[src/rtl/hall_speed_meter_pkg.sv]
// Shared definitions for the hall speed meter: hall code to sector decode,
// sector arithmetic helpers, FSM state encoding and history depth.
package hall_speed_meter_pkg;

    localparam logic [2:0]  SECTOR_UNKNOWN = 3'd7;
    // One electrical revolution spans six commutation intervals.
    localparam int unsigned SUM_DEPTH      = 6;

    typedef enum logic [1:0] {
        ST_IDLE,   // no reference edge held
        ST_SYNC,   // reference edge held, interval not yet known
        ST_RUN     // intervals being reported
    } state_e;

    // {C,B,A} -> sector 0..5; 000 and 111 map to SECTOR_UNKNOWN.
    function automatic logic [2:0] hall_decode(input logic [2:0] hall);
        logic [2:0] sector;
        case (hall)
            3'b001:  sector = 3'd0;
            3'b011:  sector = 3'd1;
            3'b010:  sector = 3'd2;
            3'b110:  sector = 3'd3;
            3'b100:  sector = 3'd4;
            3'b101:  sector = 3'd5;
            default: sector = SECTOR_UNKNOWN;
        endcase
        return sector;
    endfunction

    function automatic logic [2:0] sector_next(input logic [2:0] s);
        return (s == 3'd5) ? 3'd0 : s + 3'd1;
    endfunction

    function automatic logic [2:0] sector_prev(input logic [2:0] s);
        return (s == 3'd0) ? 3'd5 : s - 3'd1;
    endfunction

endpackage

[src/rtl/hall_speed_meter_period_sum6.sv]
// period_sum6: six-deep period history with a running sum.
// Ports:
//   i_clk, i_reset : clock, asynchronous active-high reset
//   i_flush        : discard the whole history (sum and fill to zero)
//   i_push         : shift i_period in; applied after a same-cycle flush
//   i_period       : period value to push
//   o_sum          : sum of the periods currently held
//   o_full         : high while six periods are held
module period_sum6
    import hall_speed_meter_pkg::*;
#(
    parameter int unsigned CNT_W = 24
) (
    input  logic               i_clk,
    input  logic               i_reset,
    input  logic               i_flush,
    input  logic               i_push,
    input  logic [CNT_W-1:0]   i_period,
    output logic [CNT_W+2:0]   o_sum,
    output logic               o_full
);

    localparam int unsigned SUM_W  = CNT_W + 3;
    localparam logic [2:0]  FULL_C = 3'(SUM_DEPTH);

    // hist[0] is the newest period, hist[SUM_DEPTH-1] the oldest.
    logic [SUM_DEPTH-1:0][CNT_W-1:0] hist_q, hist_d;
    logic [SUM_W-1:0]                sum_q, sum_d;
    logic [2:0]                      fill_q, fill_d;

    always_comb begin
        hist_d = hist_q;
        sum_d  = sum_q;
        fill_d = fill_q;
        if (i_flush) begin
            hist_d = '0;
            sum_d  = '0;
            fill_d = '0;
        end
        if (i_push) begin
            // Empty slots hold zero, so subtracting the oldest slot is
            // correct before the history is full as well.
            sum_d  = sum_d - SUM_W'(hist_d[SUM_DEPTH-1]) + SUM_W'(i_period);
            hist_d = {hist_d[SUM_DEPTH-2:0], i_period};
            if (fill_d != FULL_C) begin
                fill_d = fill_d + 3'd1;
            end
        end
    end

    always_ff @(posedge i_clk or posedge i_reset) begin
        if (i_reset) begin
            hist_q <= '0;
            sum_q  <= '0;
            fill_q <= '0;
        end else begin
            hist_q <= hist_d;
            sum_q  <= sum_d;
            fill_q <= fill_d;
        end
    end

    assign o_sum  = sum_q;
    assign o_full = (fill_q == FULL_C);

endmodule

[src/rtl/hall_speed_meter.sv]
// hall_speed_meter: commutation-interval meter for a BLDC controller.
// Decodes the hall sector on each hall edge, tracks direction, measures the
// cycle interval between edges and keeps a six-interval running sum.
// Ports:
//   i_clk, i_reset   : clock, asynchronous active-high reset
//   i_hall           : registered hall levels {C,B,A}
//   i_hall_edge      : per-channel edge strobes; any bit set is one event
//   o_sector         : decoded sector 0..5, 7 = unknown
//   o_dir            : 1 = forward, 0 = reverse
//   o_period         : cycles between the last two accepted edges, 0 = unknown
//   o_period_valid   : one-cycle strobe when o_period updates
//   o_period_sum     : sum of the last six accepted periods
//   o_sum_valid      : high while the sum covers six same-direction periods
//   o_stall          : high from timeout until the next legal edge
//   o_seq_err        : one-cycle strobe on an illegal code or sector skip
module hall_speed_meter
    import hall_speed_meter_pkg::*;
#(
    parameter int unsigned CNT_W   = 24,
    parameter int unsigned TIMEOUT = 10_000_000
) (
    input  logic               i_clk,
    input  logic               i_reset,
    input  logic [2:0]         i_hall,
    input  logic [2:0]         i_hall_edge,
    output logic [2:0]         o_sector,
    output logic               o_dir,
    output logic [CNT_W-1:0]   o_period,
    output logic               o_period_valid,
    output logic [CNT_W+2:0]   o_period_sum,
    output logic               o_sum_valid,
    output logic               o_stall,
    output logic               o_seq_err
);

    localparam logic [CNT_W-1:0] TIMEOUT_C = CNT_W'(TIMEOUT);
    localparam logic [CNT_W-1:0] CNT_ONE   = CNT_W'(1);

    state_e           state_q, state_d;
    logic [2:0]       sector_q, sector_d;
    logic             dir_q, dir_d;
    logic [CNT_W-1:0] period_q, period_d;
    logic             period_valid_q, period_valid_d;
    logic             stall_q, stall_d;
    logic             seq_err_q, seq_err_d;
    logic [CNT_W-1:0] cnt_q, cnt_d;

    logic             hall_event;
    logic [2:0]       new_sector;
    logic             is_fwd;
    logic             is_rev;
    logic             hist_flush;
    logic             hist_push;

    assign hall_event = |i_hall_edge;
    assign new_sector = hall_decode(i_hall);
    assign is_fwd     = (new_sector == sector_next(sector_q));
    assign is_rev     = (new_sector == sector_prev(sector_q));

    always_comb begin
        state_d        = state_q;
        sector_d       = sector_q;
        dir_d          = dir_q;
        period_d       = period_q;
        period_valid_d = 1'b0;
        stall_d        = stall_q;
        seq_err_d      = 1'b0;
        hist_flush     = 1'b0;
        hist_push      = 1'b0;

        // Counter value in an event cycle equals the distance to the
        // previous event, since it reloads to 1 in every event cycle.
        if (hall_event) begin
            cnt_d = CNT_ONE;
        end else if (cnt_q == TIMEOUT_C) begin
            cnt_d = cnt_q;
        end else begin
            cnt_d = cnt_q + CNT_ONE;
        end

        if (hall_event) begin
            if (new_sector == SECTOR_UNKNOWN) begin
                seq_err_d  = 1'b1;
                sector_d   = SECTOR_UNKNOWN;
                state_d    = ST_IDLE;
                hist_flush = 1'b1;
            end else begin
                stall_d  = 1'b0;
                sector_d = new_sector;
                if (state_q == ST_IDLE) begin
                    state_d = ST_SYNC;
                end else if (is_fwd || is_rev) begin
                    period_d       = cnt_q;
                    period_valid_d = 1'b1;
                    state_d        = ST_RUN;
                    hist_push      = 1'b1;
                    // Direction reversal: old history is flushed and the
                    // current period becomes the first entry.
                    if (is_fwd != dir_q) begin
                        dir_d      = is_fwd;
                        hist_flush = 1'b1;
                    end
                end else begin
                    seq_err_d  = 1'b1;
                    state_d    = ST_SYNC;
                    hist_flush = 1'b1;
                end
            end
        end else if (cnt_q == TIMEOUT_C) begin
            stall_d    = 1'b1;
            state_d    = ST_IDLE;
            period_d   = '0;
            hist_flush = 1'b1;
        end
    end

    always_ff @(posedge i_clk or posedge i_reset) begin
        if (i_reset) begin
            state_q        <= ST_IDLE;
            sector_q       <= SECTOR_UNKNOWN;
            dir_q          <= 1'b1;
            period_q       <= '0;
            period_valid_q <= 1'b0;
            stall_q        <= 1'b0;
            seq_err_q      <= 1'b0;
            cnt_q          <= CNT_ONE;
        end else begin
            state_q        <= state_d;
            sector_q       <= sector_d;
            dir_q          <= dir_d;
            period_q       <= period_d;
            period_valid_q <= period_valid_d;
            stall_q        <= stall_d;
            seq_err_q      <= seq_err_d;
            cnt_q          <= cnt_d;
        end
    end

    period_sum6 #(
        .CNT_W (CNT_W)
    ) u_period_sum6 (
        .i_clk    (i_clk),
        .i_reset  (i_reset),
        .i_flush  (hist_flush),
        .i_push   (hist_push),
        .i_period (cnt_q),
        .o_sum    (o_period_sum),
        .o_full   (o_sum_valid)
    );

    assign o_sector       = sector_q;
    assign o_dir          = dir_q;
    assign o_period       = period_q;
    assign o_period_valid = period_valid_q;
    assign o_stall        = stall_q;
    assign o_seq_err      = seq_err_q;

endmodule

[config.mk]
export PLATFORM = sky130hd
export DESIGN_NAME = hall_speed_meter
export DESIGN_NICKNAME = d
export VERILOG_FILES = /design/src/rtl/hall_speed_meter_pkg.sv /design/src/rtl/hall_speed_meter_period_sum6.sv /design/src/rtl/hall_speed_meter.sv
export SDC_FILE = /design/constraint.sdc
export NUM_CORES = 1
export LEC_CHECK = 0
export ABC_AREA = 1
export BUFFER_PORTS_ARGS = -buffer_cell sky130_fd_sc_hd__buf_2
export CAP_MARGIN = 25
export CORE_MARGIN = 8
export CORE_UTILIZATION = 38
export CTS_CLUSTER_DIAMETER = 50
export DETAILED_ROUTE_END_ITERATION = 10
export GPL_TIMING_DRIVEN = 0
export PLACE_DENSITY = 0.52
export RECOVER_POWER = 100
export SLEW_MARGIN = 20
export SYNTH_ARGS = -nofsm -noshare
export SYNTH_HDL_FRONTEND = slang
export SYNTH_HIERARCHICAL = 1
export SYNTH_SLANG_ARGS = --single-unit
[constraint.sdc]
create_clock -name i_clk -period 10.9 [get_ports i_clk]
set_clock_uncertainty 0.1 [all_clocks]
set_input_delay 0.545 -clock i_clk [delete_from_list [all_inputs] [get_ports i_clk]]
set_output_delay 0.545 -clock i_clk [all_outputs]
set_load 0.005 [all_outputs]
==> summary.txt, run 1 <==
Critical path
  – CP Class: input port to flip-flop
  – Critical-path cell list: buf_2 > nor3_1 > inv_1 > clkbuf_1 > nand2_1 > nand2_1 > inv_1 > clkbuf_1 > clkbuf_1 > nand2_1 > fa_1 > fa_1 > inv_1 > nand3_1 > nand3_1 > nand2_1 > nand2_1 > nand2_1 > nand2_1 > xor2_1 > nand2_1 > nand2_1
  – CP top delay family: simple AND/OR/NAND/NOR gates
  – Reg2reg end: u_period_sum6/o_sum[16]
  – Cell repeated most along the worst path: nand2_1
  – Critical Path Sink Type: flip-flop
  – Crit Path Max Fanout: 10
  – Critical path launch point type: input port
  – CP bufs+invs: 7
  – Worst path max stage delay: 0.92 ns
  – CP required: 11.31 ns
  – Slowest CP cell: nor3_1
  – R2R cell count: 27
  – Reg2reg start: o_sector[0]
  – Arrival time worst endpoint: 6.00 ns
  – R2R Setup Slk: 5.37 ns

Global routing
  – Pin count of the biggest net entering global routing: 98
  – GR Overflow Total: 0
  – Vias in the first global route: 11.1k
  – First-pass GRT wire length: 62400 um
  – Met3 Resource Use GR: 2.75%
  – GR peak layer: met2
  – Total GRT Usage: 20.1%
  – GR Util met2: 32.9%
  – Met1 Use GR: 27.3%
  – Initial antenna violation count: 0

CTS
  – Clock latency at the later pin of the worst-skew pair: 0.58 ns
  – Clock Tree Buf Depth: 3
  – Hold_buf cts: 1
  – CTS sink cnt: 231
  – CTS tree: yes
  – Post-CTS Setup Inserts: 0
  – Clock transition at path regs: 0.06 ns
  – # resized after CTS: 0
  – # H-tree levels: 1
  – Clock root buffer: clkbuf_16
  – Total CTS buffers: 30

Finish
  – Share of cells above drive strength 1: 7.00%
  – Commonest non-fill, non-tap cell in the layout: nand2_1
  – Ant. Diodes: 0
  – Final-layout fill cell count: 3560
  – P&R area growth vs syn: 14.3%
  – Most frequent cells in the layout: nand2_1 (439), inv_1 (247), dfrtp_1 (226)
  – Final core occ: 43.9%
  – Fin nets: 1814

Floorplan
  – Top-level I/O count: 67
  – Initial core utilization: 38.4%
  – Row count: 67
  – DIE HEIGHT: 200 um
  – Core ar.: 33400 sq um
  – Die width: 200 um
  – Die footprint: 39800 sq um

Place
  – HPWL after DPL: 29600 um
  – Routability cong.: 0.905
  – Port Buf Inserts: 66

Worst hold path
  – Worst Hold Class: input port to flip-flop
  – Hold Path Cell Cnt: 4
  – Hold path start: i_hall[1]
  – Hold EP: o_sector[2]

Detailed routing
  – DRT iter0 DRCs: 619
  – Drt via density: 4.94
  – Residual DRC: 0
  – Total wire length: 39000 um
  – Post-route ant nets: 0
  – Wirelength per Cell: 17.6 um
  – Vias: 11.0k
  – Initial DRT Pass Iterations: 7

Power
  – Total internal power: 1860 uW
  – PwrDens: 204 nW/um^2
  – Max IR drop VDD: 0.124 mV
  – Switching share of total power: 37.7%
  – Combinational power share: 33.7%
  – Static Leak: 0.00714 uW
  – Clock Power Share: 35.1%
  – Flop pwr share: 31.2%
  – Switch Pwr: 1130 uW

STA
  – Fin Setup TNS: 0 ns
  – Post-route minimum period: 5.59 ns
  – Worst rel slew slack: -147%
  – Final period util: 51.3%
  – Pins Over Slew Limit: 128
  – RSZ-0062 raised after global routing: no
  – Final hold viol count: 0
  – Fin Hold WS: 0.322 ns
  – Final setup viols: 0
  – Slew @ Worst Pin: 3.69 ns
  – Achievable Freq: 0.179 GHz

Logic synthesis
  – Syn Nets: 1713
  – EDFF count, synth: 0
  – Sequential area share after synthesis: 45.2%
  – Netlist cell types: 44
  – #FFs+latches synth: 231
  – YS warnings: 6
  – Most used DFF post-synth: dfrtp_1
  – Mapped Area: 12800 sq um
  – Gate count of the mapped netlist: 1650
  – Synth async-reset ratio: 100%
  – Avg Cell Area, Syn: 7.76 sq um

Job
  – Max-cap viol count: 2

Run status
  – Failing checks: max-capacitance violations, max-slew violations
  – Outcome: complete, but fails checks
==> per-layer routing <==
metal	up-vias	wire (um)	part of all wire (%)
met5	-	0	0
met4	0	1100	2.8
met3	54	1490	3.8
met2	216	18000	46
met1	5237	18400	47
li1	5464	-	-
==> cell families after synthesis <==
kind of cell,after synthesis,synth area share [%]
and+or+nand+nor,798,27.9
AOI/OAI and AO/OA,223,8.93
buffers and inverters,329,10.3
DFF,231,45.2
xor gates and xnor gates,14,0.957
adders and majority gates,55,6.78
==> how the worst max path moves through the flow <==
stage	slack, ns	startpoint	depth (start not counted)	end
2_1_floorplan	5.54	i_reset	1	u_period_sum6/fill_q[0]
3_3_place_gp	3.30	i_reset	2	u_period_sum6/o_sum[22]
3_5_place_dp	5.19	i_hall_edge[1]	21	u_period_sum6/o_sum[18]
4_1_cts	5.60	o_sector[0]	26	u_period_sum6/o_sum[18]
5_1_grt	4.82	o_sector[1]	27	u_period_sum6/o_sum[24]
6_report	5.31	i_hall_edge[1]	22	u_period_sum6/o_sum[16]
==> cell usage after synthesis (13+ instances only) <==
cell / instances / share of area, %
clkbuf_1: 32 / 0.94
ha_1: 31 / 3.0
nand2_1: 434 / 13
nand3_1: 190 / 7.4
nand2_2: 13 / 0.63
inv_1: 249 / 7.3
nand4_1: 35 / 1.7
nor2_1: 83 / 2.4
o21ai_0: 179 / 7.0
a21oi_1: 27 / 1.1
dfrtp_1: 226 / 44
buf_2: 30 / 1.2
fa_1: 24 / 3.8
==> registers in the layout (all words and copies together), names as in the netlist <==
register              cells
o_sector                  3
o_stall                   1
u_period_sum6/hist_q    144
u_period_sum6/o_sum      27
o_period                 24
o_period_valid            1
state_q                   2
u_period_sum6/fill_q      3
o_dir                     1
o_seq_err                 1
cnt_q                    24
==> layout make-up <==
| cell class | instances | area (sq um) | area share, % |
|---|---|---|---|
| Sequential cell | 231 | 5790 | 39.5 |
| Buffer | 77 | 342 | 2.33 |
| Multi-Input combinational cell | 1090 | 5630 | 38.4 |
| Clock inverter | 12 | 183 | 1.25 |
| Timing Repair Buffer | 69 | 315 | 2.15 |
| Tap cell | 448 | 561 | 3.83 |
| Clock buffer | 41 | 883 | 6.03 |
| Inverter | 252 | 948 | 6.48 |
==> power by group through the flow <==
stage / clock (uW) / sequential (uW) / combinational (uW)
6_report: 1050 / 932 / 1010
5_1_grt: 1110 / 937 / 1160
4_1_cts: 1070 / 933 / 1030
3_5_place_dp: 0 / 948 / 1020
3_3_place_gp: 0 / 947 / 1020
2_1_floorplan: 0 / 941 / 729
==> per-stage QoR <==
| step | setup WS (ns) | std cells | total power [uW] | area, sq um |
|---|---|---|---|---|
| floorplan | 5.54 | 1650 | 1670 | 12800 |
| global placement | 3.30 | 2164 | 1970 | 13700 |
| detailed placement | 5.19 | 2166 | 1970 | 13800 |
| CTS | 5.60 | 2220 | 3040 | 14800 |
| global route | 4.82 | 2220 | 3200 | 14600 |
| finish | 5.31 | 2220 | 2980 | 14600 |
==> worst reg2reg max path, delay by kind of cell, from the launching register on <==
kind	cells	cell delay, ns
simple gates	19	2.13
buf+inv	5	1.56
fa+ha+maj	2	0.94
flops	1	0.61
xor+xnor	1	0.16
Power figures use the tool's default switching activity.
==> run 2: changes to the inputs <==
--- a/config.mk
+++ b/config.mk
@@ -5,7 +5,7 @@
 export SDC_FILE = /design/constraint.sdc
 export NUM_CORES = 1
 export LEC_CHECK = 0
-export ABC_AREA = 1
+export ABC_AREA = 0
 export BUFFER_PORTS_ARGS = -buffer_cell sky130_fd_sc_hd__buf_2
 export CAP_MARGIN = 25
 export CORE_MARGIN = 8
==> constraint.sdc (replaced) <==
create_clock -name i_clk -period 5.41 [get_ports i_clk]
set_clock_uncertainty 0.1 [all_clocks]
set_input_delay 0.2705 -clock i_clk [delete_from_list [all_inputs] [get_ports i_clk]]
set_output_delay 0.2705 -clock i_clk [all_outputs]
set_load 0.005 [all_outputs]
==> run 2 against run 1 <==
Against the previous run:
- the flow finishes with violations (negative hold slack, max-capacitance violations, max-slew violations)
- register-to-register slack worse by 5.1 ns
- die area down 4.4%
- final cell count down 22%
- sequential power up 100%
- critical endpoint is now u_period_sum6/o_sum[26]
==> summary.txt, run 2 <==
Floorplan
  – Initial core utilization: 38.7% (was 38.4%)
  – Core ar.: 31600 sq um (was 33400 sq um)
  – DIE HEIGHT: 195 um (was 200 um)
  – Row count: 65 (was 67)
  – Top-level I/O count: 67 (unchanged)
  – Die width: 195 um (was 200 um)
  – Die footprint: 38100 sq um (was 39800 sq um)

Critical path
  – Cell repeated most along the worst path: buf_4 (was nand2_1)
  – Critical Path Sink Type: flip-flop (unchanged)
  – CP Class: flip-flop to flip-flop (was input port to flip-flop)
  – CP required: 5.75 ns (was 11.31 ns)
  – R2R cell count: 21 (was 27)
  – Worst path max stage delay: 0.50 ns (was 0.92 ns)
  – Arrival time worst endpoint: 5.52 ns (was 6.00 ns)
  – Critical-path cell list: buf_4 > or4b_1 > o211ai_1 > xor2_1 > a22oi_1 > nand3b_1 > buf_4 > buf_4 > clkbuf_4 > nand2b_1 > fa_1 > inv_1 > ha_1 > nand2b_4 > a21oi_4 > o311a_4 > o31a_4 > o211ai_4 > a31o_2 > a21oi_1 > a311o_1 (was buf_2 > nor3_1 > inv_1 > clkbuf_1 > nand2_1 > nand2_1 > inv_1 > clkbuf_1 > clkbuf_1 > nand2_1 > fa_1 > fa_1 > inv_1 > nand3_1 > nand3_1 > nand2_1 > nand2_1 > nand2_1 > nand2_1 > xor2_1 > nand2_1 > nand2_1)
  – CP bufs+invs: 5 (was 7)
  – Reg2reg start: o_sector[1] (was o_sector[0])
  – Reg2reg end: u_period_sum6/o_sum[26] (was u_period_sum6/o_sum[16])
  – Critical path launch point type: flip-flop (was input port)
  – Slowest CP cell: or4b_1 (was nor3_1)
  – CP top delay family: compound AO/OA/AOI/OAI gates (was simple AND/OR/NAND/NOR gates)
  – Crit Path Max Fanout: 10 (unchanged)
  – R2R Setup Slk: 0.23 ns (was 5.37 ns)

Finish
  – Largest register by flop count: u_period_sum6/hist_q (unchanged)
  – Share of cells above drive strength 1: 8.94% (was 7.00%)
  – Area of the multi-input gates: 5770 sq um (was 5630 sq um)
  – Most frequent cells in the layout: dfrtp_1 (226), nor2_1 (161), mux2i_1 (128) (was nand2_1 (439), inv_1 (247), dfrtp_1 (226))
  – Commonest non-fill, non-tap cell in the layout: dfrtp_1 (was nand2_1)
  – Fin nets: 1360 (was 1814)
  – Ant. Diodes: 0 (unchanged)
  – Fin cells: 1722 (was 2220)
  – Reg area: 5790 sq um (about the same)
  – Final-layout fill cell count: 3076 (was 3560)
  – Max reg flops: 144 (unchanged)
  – P&R area growth vs syn: 15.3% (was 14.3%)

STA
  – Final period util: 95.7%
  – Achievable Freq: 0.193 GHz
  – Post-route minimum period: 5.18 ns
  – Slew @ Worst Pin: 3.27 ns (was 3.69 ns)
  – Pins Over Slew Limit: 136 (was 128)
  – Final hold viol count: 1 (was 0)
  – Fin Hold WS: -0.00677 ns (was 0.322 ns)
  – RSZ-0062 raised after global routing: no (unchanged)
  – Final setup viols: 0 (unchanged)
  – PnR worst setup slack: 0.233 ns (was 5.31 ns)
  – Worst rel slew slack: -118% (was -147%)

Global routing
  – Vias in the first global route: 8704 (was 11.1k)
  – Pin count of the biggest net entering global routing: 90 (was 98)
  – GR Overflow Total: 0 (unchanged)
  – First-pass GRT wire length: 49000 um (was 62400 um)
  – Initial antenna violation count: 0 (unchanged)
  – Total GRT Usage: 15.7% (was 20.1%)

CTS
  – Total CTS buffers: 31 (was 30)
  – Clock Tree Buf Depth: 3 (unchanged)
  – CTS tree: yes (unchanged)
  – Clock root buffer: clkbuf_16 (unchanged)
  – Clock latency at the later pin of the worst-skew pair: 0.56 ns (was 0.58 ns)
  – # H-tree levels: 1 (unchanged)
  – Clock transition at path regs: 0.06 ns (about the same)
  – CTS sink cnt: 231 (unchanged)

Detailed routing
  – Wirelength per Cell: 17.6 um (about the same)
  – Post-route ant nets: 0 (unchanged)
  – Total wire length: 30200 um (was 39000 um)
  – DRT iter0 DRCs: 437 (was 619)
  – Drt via density: 5.01 (was 4.94)
  – Initial DRT Pass Iterations: 5 (was 7)
  – Vias: 8621 (was 11.0k)
  – Residual DRC: 0 (unchanged)

Worst hold path
  – Hold path start: i_hall_edge[0] (was i_hall[1])
  – Hold Path Cell Cnt: 3 (was 4)
  – Worst Hold Class: input port to flip-flop (unchanged)
  – Hold EP: o_sector[1] (was o_sector[2])

Place
  – Placed cell count: 1653 (was 2166)
  – Routability cong.: 0.882 (was 0.905)
  – HPWL after DPL: 22600 um (was 29600 um)
  – Dpl ws: -0.917 ns (was 5.19 ns)
  – Port Buf Inserts: 65 (was 66)

Logic synthesis
  – Netlist cell types: 76 (was 44)
  – Ranking of synthesized cells by area: dfrtp_1 (46%), mux2i_1 (11%), nor2_1 (5.0%) (was dfrtp_1 (44%), nand2_1 (13%), nand3_1 (7.4%))
  – Synth async-reset ratio: 100% (unchanged)
  – Top cell type's share of synthesized area: 46.4% (was 44.1%)
  – Sequential area share after synthesis: 47.4% (was 45.2%)
  – YS warnings: 6 (unchanged)
  – Syn Nets: 1247 (was 1713)
  – Mapped Area: 12200 sq um (was 12800 sq um)
  – Most frequent cell after synthesis: dfrtp_1 (was nand2_1)
  – EDFF count, synth: 0 (unchanged)
  – Avg Cell Area, Syn: 10.3 sq um (was 7.76 sq um)
  – Largest area contributor in the netlist: dfrtp_1 (unchanged)
  – Most used DFF post-synth: dfrtp_1 (unchanged)
  – Post-synth top cells: dfrtp_1 (226), nor2_1 (162), mux2i_1 (128) (was nand2_1 (434), inv_1 (249), dfrtp_1 (226))
  – #FFs+latches synth: 231 (unchanged)
  – Gate count of the mapped netlist: 1184 (was 1650)

Run status
  – Outcome: complete, but fails checks (unchanged)
  – Failing checks: negative hold slack, max-capacitance violations, max-slew violations (was max-capacitance violations, max-slew violations)

Job
  – Max-cap viol count: 2 (unchanged)

Power
  – Static Leak: 0.00630 uW (was 0.00714 uW)
  – Max IR drop VDD: 0.250 mV (was 0.124 mV)
  – Total power: 5820 uW (was 2980 uW)
  – PwrDens: 414 nW/um^2 (was 204 nW/um^2)
-- run 2: cell types whose count changed in the layout (fill, tap and decap cells not counted), sizes merged, moves of 12 or more --
cell | previous run | this run
nand3 | 198 | 44
nand4 | 37 | 8
nand2b | 0 | 33
nand2 | 448 | 66
inv | 251 | 93
a21o | 1 | 13
nor2 | 96 | 164
nor2b | 0 | 27
o21ai | 186 | 69
xor2 | 8 | 22
mux2i | 0 | 128
xnor2 | 6 | 23
a22o | 0 | 24
-- run 2: report_power, final --
part / switching, uW / internal, uW / total (uW)
Clock: 775 / 1160 / 1940
Combinational: 1190 / 830 / 2020
Sequential: 53.3 / 1810 / 1870
Total: 2010 / 3810 / 5820
-- run 2: worst max-delay path by stage --
| stage | startpoint | to | slack (ns) | cells past startpoint |
|---|---|---|---|---|
| after detailed placement | i_hall_edge[1] | u_period_sum6/o_sum[26] | -0.92 | 22 |
| after floorplan | o_sector[0] | u_period_sum6/o_sum[26] | 0.28 | 21 |
| after global placement | i_reset | u_period_sum6/o_sum[6] | -1.98 | 2 |
| after CTS | cnt_q[0] | u_period_sum6/o_sum[26] | -0.11 | 24 |
| final | o_sector[1] | u_period_sum6/o_sum[26] | 0.23 | 21 |
| after global routing | o_sector[1] | u_period_sum6/o_sum[26] | 0.01 | 21 |
-- run 2: cell type report --
| cell class | instances | area share [%] |
|---|---|---|
| clock inverter | 13 | 1.08 |
| tap | 402 | 3.58 |
| sequential | 231 | 41.2 |
| multi-input combinational | 800 | 41.1 |
| clock buffer | 43 | 5.84 |
| buffer | 64 | 2.18 |
| timing repair buffer | 81 | 2.72 |
| inverter | 88 | 2.36 |
-- run 2: repair_timing --
action / CTS / global route
hold endpoints to repair: 141 / 1
resized for setup: 9 / 41
endpoints found under the setup margin: 19 / 10
pin swaps: 0 / 9
hold buffers: 2 / 2
buffers inserted: 2 / 7
-- run 2: logic make-up after synthesis --
family          share of synthesized area [%]
fa+ha+maj                                7.12
mux                                      10.7
compound gates                           10.4
simple gates                             15.6
buf+inv                                  5.46
xor+xnor                                 3.23
flops                                    47.4
-- run 2: metrics by stage --
step | utilization (%) | setup TNS (ns) | area [sq um]
floorplan | - | 0 | 12200
global placement | 41.3 | -350.17 | 13000
detailed placement | 41.5 | -8.92 | 13100
CTS | 44.7 | -0.109 | 14100
global route | 44.6 | 0 | 14100
finish | 44.6 | 0 | 14100
-- run 2: tightest hold or removal path: cells and delay by family --
family	cells	cell delay, ns
simple gates	1	0.09
buf+inv	1	0.08
compound gates	1	0.17
-- run 2: routing by layer --
metal  routed length, um  GRT usage (%)  part of all wire, %
met5                   0              0                    0
met4                 565           3.68                  1.9
met3                 854           1.93                  2.8
met2               13900           25.5                   46
met1               14900           22.2                   49
==> run 3: changes to the inputs <==
--- a/config.mk
+++ b/config.mk
@@ -13,9 +13,9 @@
 export CTS_CLUSTER_DIAMETER = 50
 export DETAILED_ROUTE_END_ITERATION = 10
 export GPL_TIMING_DRIVEN = 0
+export MAX_ROUTING_LAYER = met4
 export PLACE_DENSITY = 0.52
 export RECOVER_POWER = 100
-export SLEW_MARGIN = 20
 export SYNTH_ARGS = -nofsm -noshare
 export SYNTH_HDL_FRONTEND = slang
 export SYNTH_HIERARCHICAL = 1
==> constraint.sdc (replaced) <==
create_clock -name i_clk -period 5.41 [get_ports i_clk]
set_clock_uncertainty 0.1 [all_clocks]
set_input_delay 0.2705 -clock i_clk [delete_from_list [all_inputs] [get_ports i_clk]]
set_output_delay 0.2705 -clock i_clk [all_outputs]
set_load 0.1 [all_outputs]
==> run 3 against run 2 <==
Against the previous run:
- the run ends with max-capacitance violations, max-slew violations left
- highest routed layer unchanged
- hold slack better by 0.033 ns
- total power up 13%
- non-clock buffer count unchanged
==> summary.txt, run 3 (synthesized netlist as in run 2, its figures left out) <==
Critical path
  – CP required: 5.69 ns (was 5.75 ns)
  – CP Class: flip-flop to flip-flop (unchanged)
  – Crit Path Max Fanout: 10 (unchanged)
  – Critical path launch point type: flip-flop (unchanged)
  – Critical Path Sink Type: flip-flop (unchanged)
  – Arrival time worst endpoint: 5.48 ns (was 5.52 ns)

Finish
  – Most frequent cells in the layout: dfrtp_1 (225), nor2_1 (162), mux2i_1 (128) (was dfrtp_1 (226), nor2_1 (161), mux2i_1 (128))
  – Max reg flops: 144 (unchanged)
  – Commonest non-fill, non-tap cell in the layout: dfrtp_1 (unchanged)
  – Largest register by flop count: u_period_sum6/hist_q (unchanged)
  – Share of cells above drive strength 1: 8.84% (was 8.94%)
  – Fin nets: 1363 (was 1360)
  – Ant. Diodes: 0 (unchanged)
  – P&R area growth vs syn: 16.2% (was 15.3%)
  – Fin area: 14200 sq um (was 14100 sq um)

Floorplan
  – Top-level I/O count: 67 (unchanged)
  – Row count: 65 (unchanged)
  – Core ar.: 31600 sq um (unchanged)
  – Initial core utilization: 38.7% (unchanged)
  – Die width: 195 um (unchanged)
  – DIE HEIGHT: 195 um (unchanged)
  – Die footprint: 38100 sq um (unchanged)

Detailed routing
  – Total wire length: 30500 um (was 30200 um)
  – Wirelength per Cell: 17.6 um (about the same)
  – DRT iter0 DRCs: 523 (was 437)
  – Drt via density: 5.00 (was 5.01)
  – Initial DRT Pass Iterations: 4 (was 5)
  – Post-route ant nets: 0 (unchanged)
  – Residual DRC: 0 (unchanged)
  – Vias: 8630 (was 8621)

Worst hold path
  – Worst Hold Class: input port to flip-flop (unchanged)

Power
  – PwrDens: 463 nW/um^2 (was 414 nW/um^2)
  – Switching share of total power: 38.7% (was 34.6%)
  – Total internal power: 4020 uW (was 3810 uW)
  – Total power: 6560 uW (was 5820 uW)
  – Static Leak: 0.00633 uW (was 0.00630 uW)
  – Max IR drop VDD: 0.237 mV (was 0.250 mV)
  – Flop pwr share: 28.5% (was 32.1%)
  – Switch Pwr: 2540 uW (was 2010 uW)
  – Clock Power Share: 33.9% (was 33.3%)
  – Combinational power share: 37.5% (was 34.6%)

STA
  – Slew @ Worst Pin: 2.61 ns (was 3.27 ns)
  – Worst rel slew slack: -75.2% (was -118%)
  – Final hold viol count: 0 (was 1)
  – Post-route minimum period: 5.20 ns (was 5.18 ns)
  – Pins Over Slew Limit: 212 (was 136)
  – Final period util: 96.2% (was 95.7%)
  – Achievable Freq: 0.192 GHz (was 0.193 GHz)
  – Final setup viols: 0 (unchanged)

Run status
  – Outcome: complete, but fails checks (unchanged)
  – Failing checks: max-capacitance violations, max-slew violations (was negative hold slack, max-capacitance violations, max-slew violations)

CTS
  – Clock transition at path regs: 0.06 ns (about the same)
  – Clock latency at the later pin of the worst-skew pair: 0.52 ns (was 0.56 ns)
  – Total CTS buffers: 34 (was 31)
  – CTS sink cnt: 231 (unchanged)
  – Clock root buffer: clkbuf_16 (unchanged)
  – CTS tree: yes (unchanged)
  – # H-tree levels: 2 (was 1)
  – Clock Tree Buf Depth: 3 (unchanged)

Place
  – HPWL after DPL: 22700 um (was 22600 um)
  – Post-placement cell area: 13100 sq um (about the same)
  – Routability cong.: 0.888 (was 0.882)
  – Port Buf Inserts: 65 (unchanged)

Global routing
  – GR Overflow Total: 0 (unchanged)
  – Pin count of the biggest net entering global routing: 117 (was 90)
  – Vias in the first global route: 8774 (was 8704)
  – Total GRT Usage: 16.4% (was 15.7%)
  – Initial antenna violation count: 0 (unchanged)
  – First-pass GRT wire length: 49200 um (was 49000 um)

Job
  – Max-cap viol count: 3 (was 2)
run 3: power groups by stage:
stage | clock (uW) | sequential (uW) | combinational [uW]
final | 2230 | 1870 | 2460
after detailed placement | 0 | 1900 | 2410
after CTS | 2290 | 1870 | 2490
after global routing | 2360 | 1880 | 2680
after global placement | 0 | 1900 | 2400
after floorplan | 0 | 2400 | 1400
run 3: stage by stage:
stage | util [%] | TNS (ns) | hold WS, ns | cells | setup WS [ns]
floorplan | - | 0 | 0.362 | 1184 | 0.0626
finish | 44.9 | 0 | 0.0266 | 1726 | 0.207
global placement | 41.3 | -351.31 | 0.382 | 1651 | -1.97
detailed placement | 41.5 | -6.15 | 0.258 | 1654 | -0.771
global route | 44.9 | -0.0118 | 0.0461 | 1726 | -0.0118
CTS | 45.5 | 0 | 0.0179 | 1722 | 0.0137
run 3: area by class of cell:
| type | instances | area [sq um] |
|---|---|---|
| Fill cell | 3090 | 17400 |
| Sequential cell | 231 | 5800 |
| Multi-Input combinational cell | 800 | 5730 |
| Clock buffer | 46 | 957 |
| Tap cell | 402 | 503 |
| Timing Repair Buffer | 82 | 373 |
| Inverter | 88 | 332 |
| Buffer | 63 | 297 |
| Clock inverter | 14 | 196 |
run 3: timing repair:
item	in CTS	in global routing
hold endpoints to repair	82	0
hold buffers	3	0
buffers inserted	6	5
pin swaps	4	2
gates resized for setup	14	19
endpoints found under the setup margin	19	9
run 3: worst max-delay path, stage by stage, from the launching register on:
cell	delay, ns
dfstp_4	0.63
inv_1	0.05
ha_1	0.18
nor4b_1	0.13
and4_1	0.24
nand3_4	0.15
o31a_1	0.16
nand3b_1	0.09
buf_6	0.16
buf_8	0.15
clkbuf_8	0.17
nor2b_2	0.16
fa_1	0.47
fa_1	0.47
nand2b_4	0.17
a21oi_2	0.17
o311a_1	0.25
o31a_2	0.23
o211ai_2	0.12
a31o_2	0.29
a32o_1	0.25
a311o_1	0.27
run 3: worst paths after layout:
kind / cells past startpoint / to / slack (ns) / start
setup / recovery: 21 / u_period_sum6/o_sum[26] / 0.21 / cnt_q[0]
hold / removal: 3 / o_sector[1] / 0.03 / i_hall_edge[0]
setup reg to reg: 21 / u_period_sum6/o_sum[26] / 0.21 / cnt_q[0]
hold reg to reg: 2 / u_period_sum6/hist_q[71] / 0.40 / u_period_sum6/hist_q[47]
max in group asynchronous: 4 / u_period_sum6/o_sum[9] / 1.62 / i_reset
min in group asynchronous: 3 / o_period[12] / 0.43 / i_reset
run 3: per-layer routing:
metal  routed length (um)  part of all wire, %  GRT usage [%]
met5                    0                    0              -
met4                  532                  1.7           4.35
met3                  832                  2.7           2.36
met2                14200                   47           25.8
met1                14900                   49           22.1
